===== config.mk =====
export PLATFORM = sky130hd
export DESIGN_NAME = mutex_requester_4_flat
export DESIGN_NICKNAME = d
export VERILOG_FILES = /design/src/rtl/mutex_requester_4_pkg.sv /design/src/rtl/mutex_requester_4_if.sv /design/src/rtl/mutex_requester_4_ch.sv /design/src/rtl/mutex_requester_4.sv /design/src/flat_wrapper.sv
export SDC_FILE = /design/constraint.sdc
export NUM_CORES = 1
export LEC_CHECK = 0
export CELL_PAD_IN_SITES_DETAIL_PLACEMENT = 0
export CELL_PAD_IN_SITES_GLOBAL_PLACEMENT = 1
export CORE_ASPECT_RATIO = 0.7
export CORE_MARGIN = 3
export CORE_UTILIZATION = 35
export DETAILED_ROUTE_END_ITERATION = 12
export DONT_BUFFER_PORTS = 1
export PLACE_DENSITY = 0.66
export SYNTH_ARGS = -nofsm -noshare
export SYNTH_HDL_FRONTEND = slang
export SYNTH_SLANG_ARGS = --single-unit

===== constraint.sdc =====
create_clock -name CLK -period 2.05 [get_ports CLK]
set_input_delay 0.205 -clock CLK [delete_from_list [all_inputs] [get_ports CLK]]
set_output_delay 0.205 -clock CLK [all_outputs]
set_load 0.05 [all_outputs]

===== src/rtl/mutex_requester_4_pkg.sv =====
// Shared definitions for the 4-way mutex requester: channel state encoding,
// channel count and a popcount helper for the mutual-exclusion monitor.
package mutex_requester_4_pkg;

    localparam int N_CH = 4;

    typedef enum logic [1:0] {
        CH_IDLE = 2'd0,
        CH_WAIT = 2'd1,
        CH_HOLD = 2'd2,
        CH_REL  = 2'd3
    } ch_state_t;

    function automatic int unsigned popcount(input logic [N_CH-1:0] v);
        int unsigned n;
        n = 0;
        for (int i = 0; i < N_CH; i++) begin
            n += int'(v[i]);
        end
        return n;
    endfunction

endpackage


===== src/rtl/mutex_requester_4_if.sv =====
// User-logic and arbiter-facing signal bundle of the mutex requester.
// The slave modport is the requester itself; master is whoever drives it.
interface mutex_requester_4_if
    import mutex_requester_4_pkg::*;
#(
    parameter int HOLD_W = 8
);
    logic [N_CH-1:0]   START;
    logic [HOLD_W-1:0] HOLD_CYC;
    logic [N_CH-1:0]   GNT;
    logic              ERR_CLR;
    logic [N_CH-1:0]   REQ;
    logic [N_CH-1:0]   BUSY;
    logic [N_CH-1:0]   OWN;
    logic [N_CH-1:0]   DONE;
    logic              ERR_MUTEX;
    logic [N_CH-1:0]   ERR_TMO;

    modport master (
        output START, HOLD_CYC, GNT, ERR_CLR,
        input  REQ, BUSY, OWN, DONE, ERR_MUTEX, ERR_TMO
    );

    modport slave (
        input  START, HOLD_CYC, GNT, ERR_CLR,
        output REQ, BUSY, OWN, DONE, ERR_MUTEX, ERR_TMO
    );
endinterface


===== src/rtl/mutex_requester_4_ch.sv =====
// One requester channel: 4-phase REQ/GNT client FSM with a critical-section
// hold counter and a grant-wait timeout counter.
module mutex_req_ch
    import mutex_requester_4_pkg::*;
#(
    parameter int HOLD_W = 8,
    parameter int TMO_W  = 12
) (
    input  logic              clk,
    input  logic              rst_n,
    input  logic              start,
    input  logic [HOLD_W-1:0] hold_cyc,
    input  logic              gs,
    output logic              req,
    output logic              busy,
    output logic              own,
    output logic              done,
    output logic              tmo_hit
);

    ch_state_t         state, state_nx;
    logic [HOLD_W-1:0] hold_cnt, hold_cnt_nx;
    logic [TMO_W-1:0]  tmo_cnt, tmo_cnt_nx, tmo_cnt_inc;
    logic              done_nx;

    assign tmo_cnt_inc = tmo_cnt + 1'b1;

    always_comb begin
        state_nx    = state;
        hold_cnt_nx = hold_cnt;
        tmo_cnt_nx  = '0;
        done_nx     = 1'b0;
        tmo_hit     = 1'b0;
        unique case (state)
            // A start landing on the DONE cycle is dropped, not queued
            CH_IDLE: if (start && !done) state_nx = CH_WAIT;
            CH_WAIT: begin
                if (gs) begin
                    state_nx    = CH_HOLD;
                    hold_cnt_nx = hold_cyc;
                end else if (tmo_cnt_inc == '1) begin
                    state_nx = CH_REL;
                    tmo_hit  = 1'b1;
                end else begin
                    tmo_cnt_nx = tmo_cnt_inc;
                end
            end
            CH_HOLD: begin
                if (hold_cnt != '0) hold_cnt_nx = hold_cnt - 1'b1;
                else                state_nx    = CH_REL;
            end
            CH_REL: begin
                if (!gs) begin
                    state_nx = CH_IDLE;
                    done_nx  = 1'b1;
                end
            end
            default: state_nx = CH_IDLE;
        endcase
    end

    // REQ is a dedicated flop so the arbiter never sees decode glitches
    always_ff @(posedge clk or negedge rst_n) begin
        if (!rst_n) begin
            state    <= CH_IDLE;
            hold_cnt <= '0;
            tmo_cnt  <= '0;
            done     <= 1'b0;
            req      <= 1'b0;
        end else begin
            state    <= state_nx;
            hold_cnt <= hold_cnt_nx;
            tmo_cnt  <= tmo_cnt_nx;
            done     <= done_nx;
            req      <= (state_nx == CH_WAIT) || (state_nx == CH_HOLD);
        end
    end

    assign busy = (state != CH_IDLE);
    assign own  = (state == CH_HOLD);

endmodule


===== src/rtl/mutex_requester_4.sv =====
// Four-channel mutex requester: grant synchroniser, per-channel client FSMs,
// mutual-exclusion monitor and sticky error flags.
module mutex_requester_4
    import mutex_requester_4_pkg::*;
#(
    parameter int HOLD_W = 8,
    parameter int TMO_W  = 12
) (
    input  logic                CLK,
    input  logic                RST_N,
    mutex_requester_4_if.slave  bus
);

    logic [N_CH-1:0] gnt_p0, gnt_p1;
    logic [N_CH-1:0] req, busy, own, done, tmo_hit;
    logic [N_CH-1:0] err_tmo;
    logic            err_mutex, mutex_hit;

    // Stage p0/p1: two-flop synchroniser on the asynchronous grants
    always_ff @(posedge CLK or negedge RST_N) begin
        if (!RST_N) begin
            gnt_p0 <= '0;
            gnt_p1 <= '0;
        end else begin
            gnt_p0 <= bus.GNT;
            gnt_p1 <= gnt_p0;
        end
    end

    for (genvar i = 0; i < N_CH; i++) begin : g_ch
        mutex_req_ch #(
            .HOLD_W (HOLD_W),
            .TMO_W  (TMO_W)
        ) u_ch (
            .clk      (CLK),
            .rst_n    (RST_N),
            .start    (bus.START[i]),
            .hold_cyc (bus.HOLD_CYC),
            .gs       (gnt_p1[i]),
            .req      (req[i]),
            .busy     (busy[i]),
            .own      (own[i]),
            .done     (done[i]),
            .tmo_hit  (tmo_hit[i])
        );
    end

    assign mutex_hit = (popcount(gnt_p1) > 1);

    // Set has priority over a coincident clear
    always_ff @(posedge CLK or negedge RST_N) begin
        if (!RST_N) begin
            err_mutex <= 1'b0;
            err_tmo   <= '0;
        end else begin
            err_mutex <= mutex_hit | (err_mutex & ~bus.ERR_CLR);
            err_tmo   <= tmo_hit | (err_tmo & {N_CH{~bus.ERR_CLR}});
        end
    end

    assign bus.REQ       = req;
    assign bus.BUSY      = busy;
    assign bus.OWN       = own;
    assign bus.DONE      = done;
    assign bus.ERR_MUTEX = err_mutex;
    assign bus.ERR_TMO   = err_tmo;

endmodule


===== src/flat_wrapper.sv =====
// flat-port wrapper written by rule: the top's interface ports become plain ports
module mutex_requester_4_flat import mutex_requester_4_pkg::*;
#(
    parameter int HOLD_W = 8,
    parameter int TMO_W  = 12
)
  (CLK, RST_N, bus_START, bus_HOLD_CYC, bus_GNT, bus_ERR_CLR, bus_REQ, bus_BUSY, bus_OWN, bus_DONE, bus_ERR_MUTEX, bus_ERR_TMO);
  mutex_requester_4_if #(.HOLD_W(HOLD_W)) bus_i ();
  input  logic CLK;
  input  logic RST_N;
  input wire logic [$bits(bus_i.START)-1:0] bus_START;
  input wire logic [$bits(bus_i.HOLD_CYC)-1:0] bus_HOLD_CYC;
  input wire logic [$bits(bus_i.GNT)-1:0] bus_GNT;
  input wire logic [$bits(bus_i.ERR_CLR)-1:0] bus_ERR_CLR;
  output wire logic [$bits(bus_i.REQ)-1:0] bus_REQ;
  output wire logic [$bits(bus_i.BUSY)-1:0] bus_BUSY;
  output wire logic [$bits(bus_i.OWN)-1:0] bus_OWN;
  output wire logic [$bits(bus_i.DONE)-1:0] bus_DONE;
  output wire logic [$bits(bus_i.ERR_MUTEX)-1:0] bus_ERR_MUTEX;
  output wire logic [$bits(bus_i.ERR_TMO)-1:0] bus_ERR_TMO;
  assign bus_i.START = bus_START;
  assign bus_i.HOLD_CYC = bus_HOLD_CYC;
  assign bus_i.GNT = bus_GNT;
  assign bus_i.ERR_CLR = bus_ERR_CLR;
  assign bus_REQ = bus_i.REQ;
  assign bus_BUSY = bus_i.BUSY;
  assign bus_OWN = bus_i.OWN;
  assign bus_DONE = bus_i.DONE;
  assign bus_ERR_MUTEX = bus_i.ERR_MUTEX;
  assign bus_ERR_TMO = bus_i.ERR_TMO;
  mutex_requester_4 #(.HOLD_W(HOLD_W), .TMO_W(TMO_W)) u_core (.CLK(CLK), .RST_N(RST_N), .bus(bus_i));
endmodule

==> results of run 1 <==
worst paths after layout:
| path | endpoint |
|---|---|
| hold reg to reg | u_core.gnt_p1[0] |
| max in group asynchronous | u_core.g_ch[0].u_ch.tmo_cnt[1] |
| setup / recovery | u_core.g_ch[0].u_ch.req |
| hold / removal | u_core.g_ch[3].u_ch.state[0] |
| setup reg to reg | u_core.g_ch[0].u_ch.req |
| min in group CLK | u_core.g_ch[3].u_ch.hold_cnt[7] |
cells in the mapped netlist (all sizes together) (3+ instances only):
master | instances | area share [%]
dfrtp | 109 | 44
nor2 | 99 | 6.0
inv | 45 | 2.7
nand2 | 41 | 2.5
ha | 34 | 6.9
a21oi | 31 | 2.5
nand3 | 31 | 2.5
o21ai | 27 | 2.2
buf | 23 | 2.5
xnor2 | 21 | 3.0
xor2 | 21 | 3.0
o22a | 20 | 2.8
nor2b | 19 | 1.9
clkbuf | 10 | 0.60
nand4 | 10 | 1.0
and3 | 8 | 0.81
nor3 | 8 | 0.64
a31oi | 7 | 0.71
a41oi | 7 | 0.99
mux2i | 7 | 1.1
nor4 | 7 | 0.71
nand2b | 6 | 0.60
or3 | 5 | 0.58
or4 | 5 | 0.67
a311oi | 4 | 0.56
and4 | 4 | 0.56
o31ai | 4 | 0.48
or2 | 4 | 0.40
or4b | 4 | 0.64
a211o | 3 | 0.42
a211oi | 3 | 0.36
a21o | 3 | 0.36
and3b | 3 | 0.42
nand3b | 3 | 0.36
nand4b | 3 | 0.42
o211ai | 3 | 0.36
o22ai | 3 | 0.30
o2bb2ai | 3 | 0.42
power by group:
group	internal [mW]	total [mW]	switching, mW
Combinational	1.31	3.05	1.74
Clock	1.17	1.98	0.810
Sequential	2.53	3.00	0.468
worst max-delay path: stages (launching register included):
cell and delay, ns:
sky130_fd_sc_hd__dfrtp_1 0.40, sky130_fd_sc_hd__inv_1 0.06, sky130_fd_sc_hd__ha_1 0.14, sky130_fd_sc_hd__nand3_1 0.06, sky130_fd_sc_hd__or4_4 0.54, sky130_fd_sc_hd__or3_4 0.37, sky130_fd_sc_hd__a211o_1 0.29, sky130_fd_sc_hd__a22oi_2 0.12
final cells by class:
| cell class | count | area share [%] |
|---|---|---|
| timing repair buffer | 48 | 5.60 |
| sequential | 109 | 38.4 |
| inverter | 45 | 2.38 |
| clock inverter | 3 | 0.950 |
| tap | 231 | 4.06 |
| clock buffer | 12 | 3.75 |
| multi-input combinational | 484 | 44.8 |
sequential cells by signal, indices dropped and copies added (netlist names):
| name | cells |
|---|---|
| u_core.gnt_p0 | 4 |
| u_core.g_ch.u_ch.tmo_cnt | 48 |
| u_core.g_ch.u_ch.req | 4 |
| u_core.gnt_p1 | 4 |
| u_core.g_ch.u_ch.hold_cnt | 32 |
| u_core.g_ch.u_ch.done | 4 |
| u_core.g_ch.u_ch.state | 8 |
| u_core.bus.ERR_MUTEX | 1 |
| u_core.bus.ERR_TMO | 4 |
metal layers:
layer  up-vias  routed length, microns
met5         -                       0
met4         0                     159
met3        11                     658
met2        76                    5830
met1      2274                    7560
li1       2383                       -
cell families after synthesis:
group	count (synthesis)	share of synthesized area, %
simple gates	265	21.4
mux	7	1.13
xor+xnor	42	5.93
buf+inv	78	5.80
flops	109	43.9
fa+ha+maj	34	6.85
compound gates	135	15.0
per-stage QoR:
step | utilization, % | setup slack (ns) | hold WS (ns) | power, mW
after global placement | 38.4 | 0.00468 | -0.0875 | 5.81
after floorplan | - | 0.0361 | -0.0906 | 5.25
after global routing | 41.2 | -0.0878 | -0.476 | 8.60
after CTS | 40.8 | -0.0558 | -0.475 | 8.00
after detailed placement | 38.4 | -0.0650 | -0.0866 | 5.93
final | 41.2 | -0.0214 | -0.459 | 8.02
repair_timing:
action / in CTS / in global routing
setup buffers: 1 / 3
endpoints found under the hold margin: 118 / 109
cloned: 0 / 1
resized for setup: 3 / 14
endpoints found under the setup margin: 2 / 39
pin swaps: 1 / 4
==> metrics.log, run 1 <==
[metrics] status: finished with violations
[metrics] violations in the final reports: negative hold slack, negative setup slack
[metrics] average size of a mapped cell: 9.27 sq um
[metrics] antenna violations before repair: 0
[metrics] type of destination of the critical path: register
[metrics] final std cells w/o fill: 932
[metrics] width of the die: 165 microns
[metrics] final-stage net count: 750
[metrics] global-route met1 utilization: 23.2%
[metrics] Core Box Area: 17300 sq um
[metrics] power density cells: 1130 nW/um^2
[metrics] number of placed instances, taps included: 907
[metrics] Filler cells: 1665
[metrics] total routed wirelength: 14200 microns
[metrics] share of layout cells above drive strength 1: 12.1%
[metrics] area delta synth->final: 14.5%
[metrics] summed negative setup slack over all endpoints: -0.0214 ns
[metrics] GRT overflow: 0
[metrics] pin count of the biggest net entering global routing: 110
[metrics] number of enable-type register cells in the synthesized netlist: 0
[metrics] sequential fraction of the synthesis area: 43.9%
[metrics] most frequent cells in the layout: 105 x sky130_fd_sc_hd__dfrtp_1, 98 x sky130_fd_sc_hd__nor2_1, 44 x sky130_fd_sc_hd__inv_1
[metrics] final setup fails: 1
[metrics] cts bufs inserted: 9
[metrics] number of DRC markers after the initial detailed-route iteration: 353
[metrics] combined area of the multi-input logic cells: 3190 sq um
[metrics] Pre-Repair DR Iteration Count: 4
[metrics] flops & latches, synth: 109
[metrics] Crit Path Max Fanout: 5
[metrics] Reg area: 2730 sq um
[metrics] required arrival time at the worst endpoint: 2.32 ns
[metrics] worst relative slew slack: 57.9%
[metrics] CTS HTree Levels: 3
[metrics] peak clock frequency supported by timing: 0.483 GHz
[metrics] number of clock sinks: 109
[metrics] R2R Setup Slk: -0.02 ns
[metrics] launching element type of the critical path: register
[metrics] clock-pin slew on the worst setup and hold paths: 0.07 ns
[metrics] path category of the worst min-delay check: in2async
[metrics] Reg2Reg Depth: 7
[metrics] Routed Antenna Nets: 0
[metrics] distinct cell type count after synthesis: 60
[metrics] CTS tree: done
[metrics] leakage dissipation: 2.97 nW
[metrics] cell at the root of the clock tree: sky130_fd_sc_hd__clkbuf_16
[metrics] GP Congestion: 0.849
[metrics] final routed wire length divided by cell count: 15.2 microns
[metrics] final design instance area without fill: 7110 sq um
[metrics] Primary FF master, synth: sky130_fd_sc_hd__dfrtp_1
[metrics] final critical path time including I/O delays and setup: 2.07 ns
[metrics] GR Util met3: 4.31%
[metrics] area of the die: 19400 sq um
[metrics] source-to-sink clock delay at the later pin of the worst-skew pair: 0.35 ns
[metrics] peak-usage layer in the global routing report: met1
[metrics] overall global routing resource usage: 15.3%
[metrics] worst setup path start: u_core.g_ch[0].u_ch.tmo_cnt[0]
[metrics] pins over their slew limit: 0
[metrics] global-route wire length before repair: 23800 microns
[metrics] met2 routing resource usage after global routing: 21.5%
[metrics] Critical R2R Launch: u_core.g_ch[0].u_ch.tmo_cnt[0]
[metrics] worst hold slack: -0.459 ns
[metrics] # port buffers: 0
[metrics] Synth async-reset ratio: 100%
[metrics] HPWL reported at the end of detailed placement: 9870 microns
[metrics] Ys Warns: 0
[metrics] peak ir drop on the vdd network: 566 uV
[metrics] Antenna Cells: 0
[metrics] data arrival at the endpoint of the critical path: 2.34 ns
[metrics] max_cap viols: 0
[metrics] final critical-path setup slack: -0.0214 ns
[metrics] DIE HEIGHT: 117 microns
[metrics] number of design rule violations left after detail routing: 0
[metrics] post-synthesis instance area: 6210 sq um
[metrics] hold-fix buffer count after cts: 5
[metrics] number of global-route vias before repair: 4700
[metrics] post-DR vias/cell: 5.09
[metrics] fraction of the cycle the final worst path needs: 101%
[metrics] Final Hold Vio Count: 109
[metrics] io pins: 40
[metrics] unrepaired setup endpoints after global routing: true
[metrics] synthesized instance count: 670
[metrics] vias post-DR: 4744
[metrics] initial standard-cell utilization of the core: 36.0%
[metrics] Clock Skews: 0.00678 ns
[metrics] Longest Clk Path Bufs: 2
[metrics] placed inst area: 6630 sq um
[metrics] most frequent standard cell in the layout excluding fill and tap cells: sky130_fd_sc_hd__dfrtp_1
[metrics] actual transition at the worst max-transition pin: 0.627 ns
[metrics] startpoint-to-endpoint class of the critical path: reg2reg
[metrics] # rows: 40
[metrics] syn_nets: 723
Note: power is estimated with default switching activity, not from simulation.
==> run 2, diff against run 1 <==
--- a/config.mk
+++ b/config.mk
@@ -12,6 +12,7 @@
 export CORE_UTILIZATION = 35
 export DETAILED_ROUTE_END_ITERATION = 12
 export DONT_BUFFER_PORTS = 1
+export GPL_ROUTABILITY_DRIVEN = 0
 export PLACE_DENSITY = 0.66
 export SYNTH_ARGS = -nofsm -noshare
 export SYNTH_HDL_FRONTEND = slang
==> results of run 2 <==
The final DEF is identical to that of run 1; final timing and power are the same.
==> run 3, diff against run 2 <==
--- a/config.mk
+++ b/config.mk
@@ -9,11 +9,11 @@
 export CELL_PAD_IN_SITES_GLOBAL_PLACEMENT = 1
 export CORE_ASPECT_RATIO = 0.7
 export CORE_MARGIN = 3
-export CORE_UTILIZATION = 35
+export CORE_UTILIZATION = 45
 export DETAILED_ROUTE_END_ITERATION = 12
 export DONT_BUFFER_PORTS = 1
 export GPL_ROUTABILITY_DRIVEN = 0
-export PLACE_DENSITY = 0.66
+export PLACE_DENSITY = 0.8
 export SYNTH_ARGS = -nofsm -noshare
 export SYNTH_HDL_FRONTEND = slang
 export SYNTH_SLANG_ARGS = --single-unit
==> run 3 against run 2 <==
Against the previous run: the flow still finishes with violations (negative hold slack, negative setup slack); sequential power barely moved; global-route usage rose by 3.3 points; via count rose by 2.0%; clock power fell by 6%; critical endpoint unchanged; largest cell class unchanged; largest power group is now sequential cells.
==> metrics.log, run 3 (synthesis gave the netlist of run 1 again) <==
[metrics] status: finished with violations (unchanged)
[metrics] violations in the final reports: negative hold slack, negative setup slack (unchanged)
[metrics] max_cap viols: 0 (unchanged)
[metrics] registers with the highest flip-flop counts: u_core.g_ch.u_ch.tmo_cnt x48, u_core.g_ch.u_ch.hold_cnt x32, u_core.g_ch.u_ch.state x8 (unchanged)
[metrics] actual transition at the worst max-transition pin: 0.627 ns (about the same)
[metrics] cts bufs inserted: 9 (unchanged)
[metrics] io pins: 40 (unchanged)
[metrics] initial standard-cell utilization of the core: 46.6% (was 36.0%)
[metrics] Antenna Cells: 0 (unchanged)
[metrics] startpoint-to-endpoint class of the critical path: reg2reg (unchanged)
[metrics] most frequent cells in the layout: 105 x sky130_fd_sc_hd__dfrtp_1, 98 x sky130_fd_sc_hd__nor2_1, 44 x sky130_fd_sc_hd__inv_1 (unchanged)
[metrics] post-DR vias/cell: 5.49 (was 5.09)
[metrics] clock-pin slew on the worst setup and hold paths: 0.08 ns (was 0.07 ns)
[metrics] number of global-route vias before repair: 4713 (was 4700)
[metrics] unrepaired setup endpoints after global routing: true (unchanged)
[metrics] Longest Clk Path Bufs: 2 (unchanged)
[metrics] area of the die: 15300 sq um (was 19400 sq um)
[metrics] summed negative setup slack over all endpoints: -0.0578 ns (was -0.0214 ns)
[metrics] peak ir drop on the vdd network: 568 uV (was 566 uV)
[metrics] number of design rule violations left after detail routing: 0 (unchanged)
[metrics] number of flip-flops in the largest register: 48 (unchanged)
[metrics] worst setup path start: u_core.g_ch[0].u_ch.tmo_cnt[0] (unchanged)
[metrics] critical path's slowest cell: sky130_fd_sc_hd__or4_4 (unchanged)
[metrics] launching element type of the critical path: register (unchanged)
[metrics] final critical path time including I/O delays and setup: 2.11 ns (was 2.07 ns)
[metrics] source-to-sink clock delay at the later pin of the worst-skew pair: 0.36 ns (was 0.35 ns)
[metrics] Pre-Repair DR Iteration Count: 5 (was 4)
[metrics] DIE HEIGHT: 104 microns (was 117 microns)
[metrics] hold-fix buffer count after cts: 5 (unchanged)
[metrics] Final Hold Vio Count: 109 (unchanged)
[metrics] # port buffers: 0 (unchanged)
[metrics] peak clock frequency supported by timing: 0.474 GHz (was 0.483 GHz)
[metrics] peak per-stage delay on the critical path: 0.54 ns (about the same)
[metrics] CTS tree: done (unchanged)
[metrics] GRT overflow: 0 (unchanged)
[metrics] worst hold slack: -0.470 ns (was -0.459 ns)
[metrics] data arrival at the endpoint of the critical path: 2.34 ns (about the same)
[metrics] most frequent standard cell in the layout excluding fill and tap cells: sky130_fd_sc_hd__dfrtp_1 (unchanged)
[metrics] required arrival time at the worst endpoint: 2.28 ns (was 2.32 ns)
[metrics] largest reg by FF count: u_core.g_ch.u_ch.tmo_cnt (unchanged)
[metrics] CTS HTree Levels: 3 (unchanged)
[metrics] pin count of the biggest net entering global routing: 110 (unchanged)
[metrics] final critical-path setup slack: -0.0578 ns (was -0.0214 ns)
[metrics] Core Box Area: 13300 sq um (was 17300 sq um)
[metrics] type of destination of the critical path: register (unchanged)
[metrics] antenna violations before repair: 0 (unchanged)
[metrics] cell at the root of the clock tree: sky130_fd_sc_hd__clkbuf_16 (unchanged)
[metrics] area delta synth->final: 12.5% (was 14.5%)
[metrics] # rows: 35 (was 40)
[metrics] largest delay contributor family on the critical path: simple AND/OR/NAND/NOR gates (unchanged)
[metrics] global-route wire length before repair: 23300 microns (was 23800 microns)
[metrics] number of DRC markers after the initial detailed-route iteration: 217 (was 353)
[metrics] power density cells: 1110 nW/um^2 (was 1130 nW/um^2)
[metrics] leakage dissipation: 2.94 nW (was 2.97 nW)
[metrics] fraction of the cycle the final worst path needs: 103% (was 101%)
[metrics] final setup fails: 1 (unchanged)
[metrics] crit-path cells: inv_1 > ha_1 > nand3_1 > or4_4 > or3_4 > a311oi_2 > a22oi_2 (was inv_1 > ha_1 > nand3_1 > or4_4 > or3_4 > a211o_1 > a22oi_2)
[metrics] Routed Antenna Nets: 0 (unchanged)
[metrics] final design instance area without fill: 6980 sq um (was 7110 sq um)
[metrics] number of clock sinks: 109 (unchanged)
[metrics] share of the core filled with cells in the final layout: 52.5% (was 41.2%)
[metrics] total routed wirelength: 13500 microns (was 14200 microns)
[metrics] Clock Skews: 0.00777 ns (was 0.00678 ns)
[metrics] final routed wire length divided by cell count: 15.4 microns (was 15.2 microns)
[metrics] vias post-DR: 4839 (was 4744)
[metrics] HPWL reported at the end of detailed placement: 9420 microns (was 9870 microns)
[metrics] pins over their slew limit: 0 (unchanged)
[metrics] final-stage net count: 744 (was 750)
[metrics] Worst Path Buf+Inv: 1 (unchanged)
[metrics] width of the die: 146 microns (was 165 microns)
[metrics] Crit Path Max Fanout: 5 (unchanged)
[metrics] Critical R2R Launch: u_core.g_ch[0].u_ch.tmo_cnt[0] (unchanged)
[metrics] path category of the worst min-delay check: in2async (unchanged)
[metrics] share of layout cells above drive strength 1: 11.8% (was 12.1%)
[metrics] worst relative slew slack: 57.9% (about the same)
[metrics] overall global routing resource usage: 18.6% (was 15.3%)
[metrics] placed inst area: 6550 sq um (was 6630 sq um)
-- run 3: path summary, 6_finish.rpt --
kind | endpoint | slack [ns] | depth (start not counted)
min in group CLK | u_core.g_ch[0].u_ch.hold_cnt[0] | 0.02 | 2
setup / recovery | u_core.g_ch[0].u_ch.req | -0.06 | 7
hold / removal | u_core.g_ch[2].u_ch.state[0] | -0.47 | 0
setup reg to reg | u_core.g_ch[0].u_ch.req | -0.06 | 7
hold reg to reg | u_core.gnt_p1[2] | 0.35 | 0
max in group asynchronous | u_core.g_ch[1].u_ch.tmo_cnt[0] | 2.33 | 0
-- run 3: layout make-up --
cell class / instances / area (sq um)
clock buffer: 9 / 225
clock inverter: 7 / 87.6
fill: 1236 / 6330
inverter: 45 / 169
multi-input combinational: 483 / 3190
sequential: 109 / 2730
tap: 185 / 231
timing repair buffer: 43 / 348
-- run 3: routing by layer --
metal	vias up	track usage, %	wire, microns	part of all wire, %
met5	-	0	0	0
met4	0	5.30	197	1.5
met3	17	5.10	717	5.3
met2	98	27.5	5840	43
met1	2354	26.9	6780	50
li1	2370	-	-	-
-- run 3: power by group --
part / leakage (nW) / internal (mW) / switching, mW
Sequential: 1.40 / 2.53 / 0.471
Combinational: 1.39 / 1.25 / 1.66
Clock: 0.155 / 0.982 / 0.876
Total: 2.94 / 4.76 / 3.01
-- run 3: per-stage QoR --
stage | setup WS [ns] | std cells | power [mW]
global placement | 0.0103 | 858 | 5.76
finish | -0.0578 | 881 | 7.77
floorplan | 0.0361 | 670 | 5.25
detailed placement | -0.0554 | 858 | 5.85
CTS | -0.0374 | 880 | 7.80
global route | -0.137 | 881 | 8.36
-- run 3: repair_timing --
action,in CTS,in global routing
setup endpoints to repair,11,42
endpoints found under the hold margin,118,109
setup buffers,1,2
resized for setup,3,14
-- run 3: worst reg2reg max path, cell delays in order (launching register included) --
cell and delay (ns):
sky130_fd_sc_hd__dfrtp_1 0.40, sky130_fd_sc_hd__inv_1 0.07, sky130_fd_sc_hd__ha_1 0.14, sky130_fd_sc_hd__nand3_1 0.07, sky130_fd_sc_hd__or4_4 0.54, sky130_fd_sc_hd__or3_4 0.38
sky130_fd_sc_hd__a311oi_2 0.30, sky130_fd_sc_hd__a22oi_2 0.08
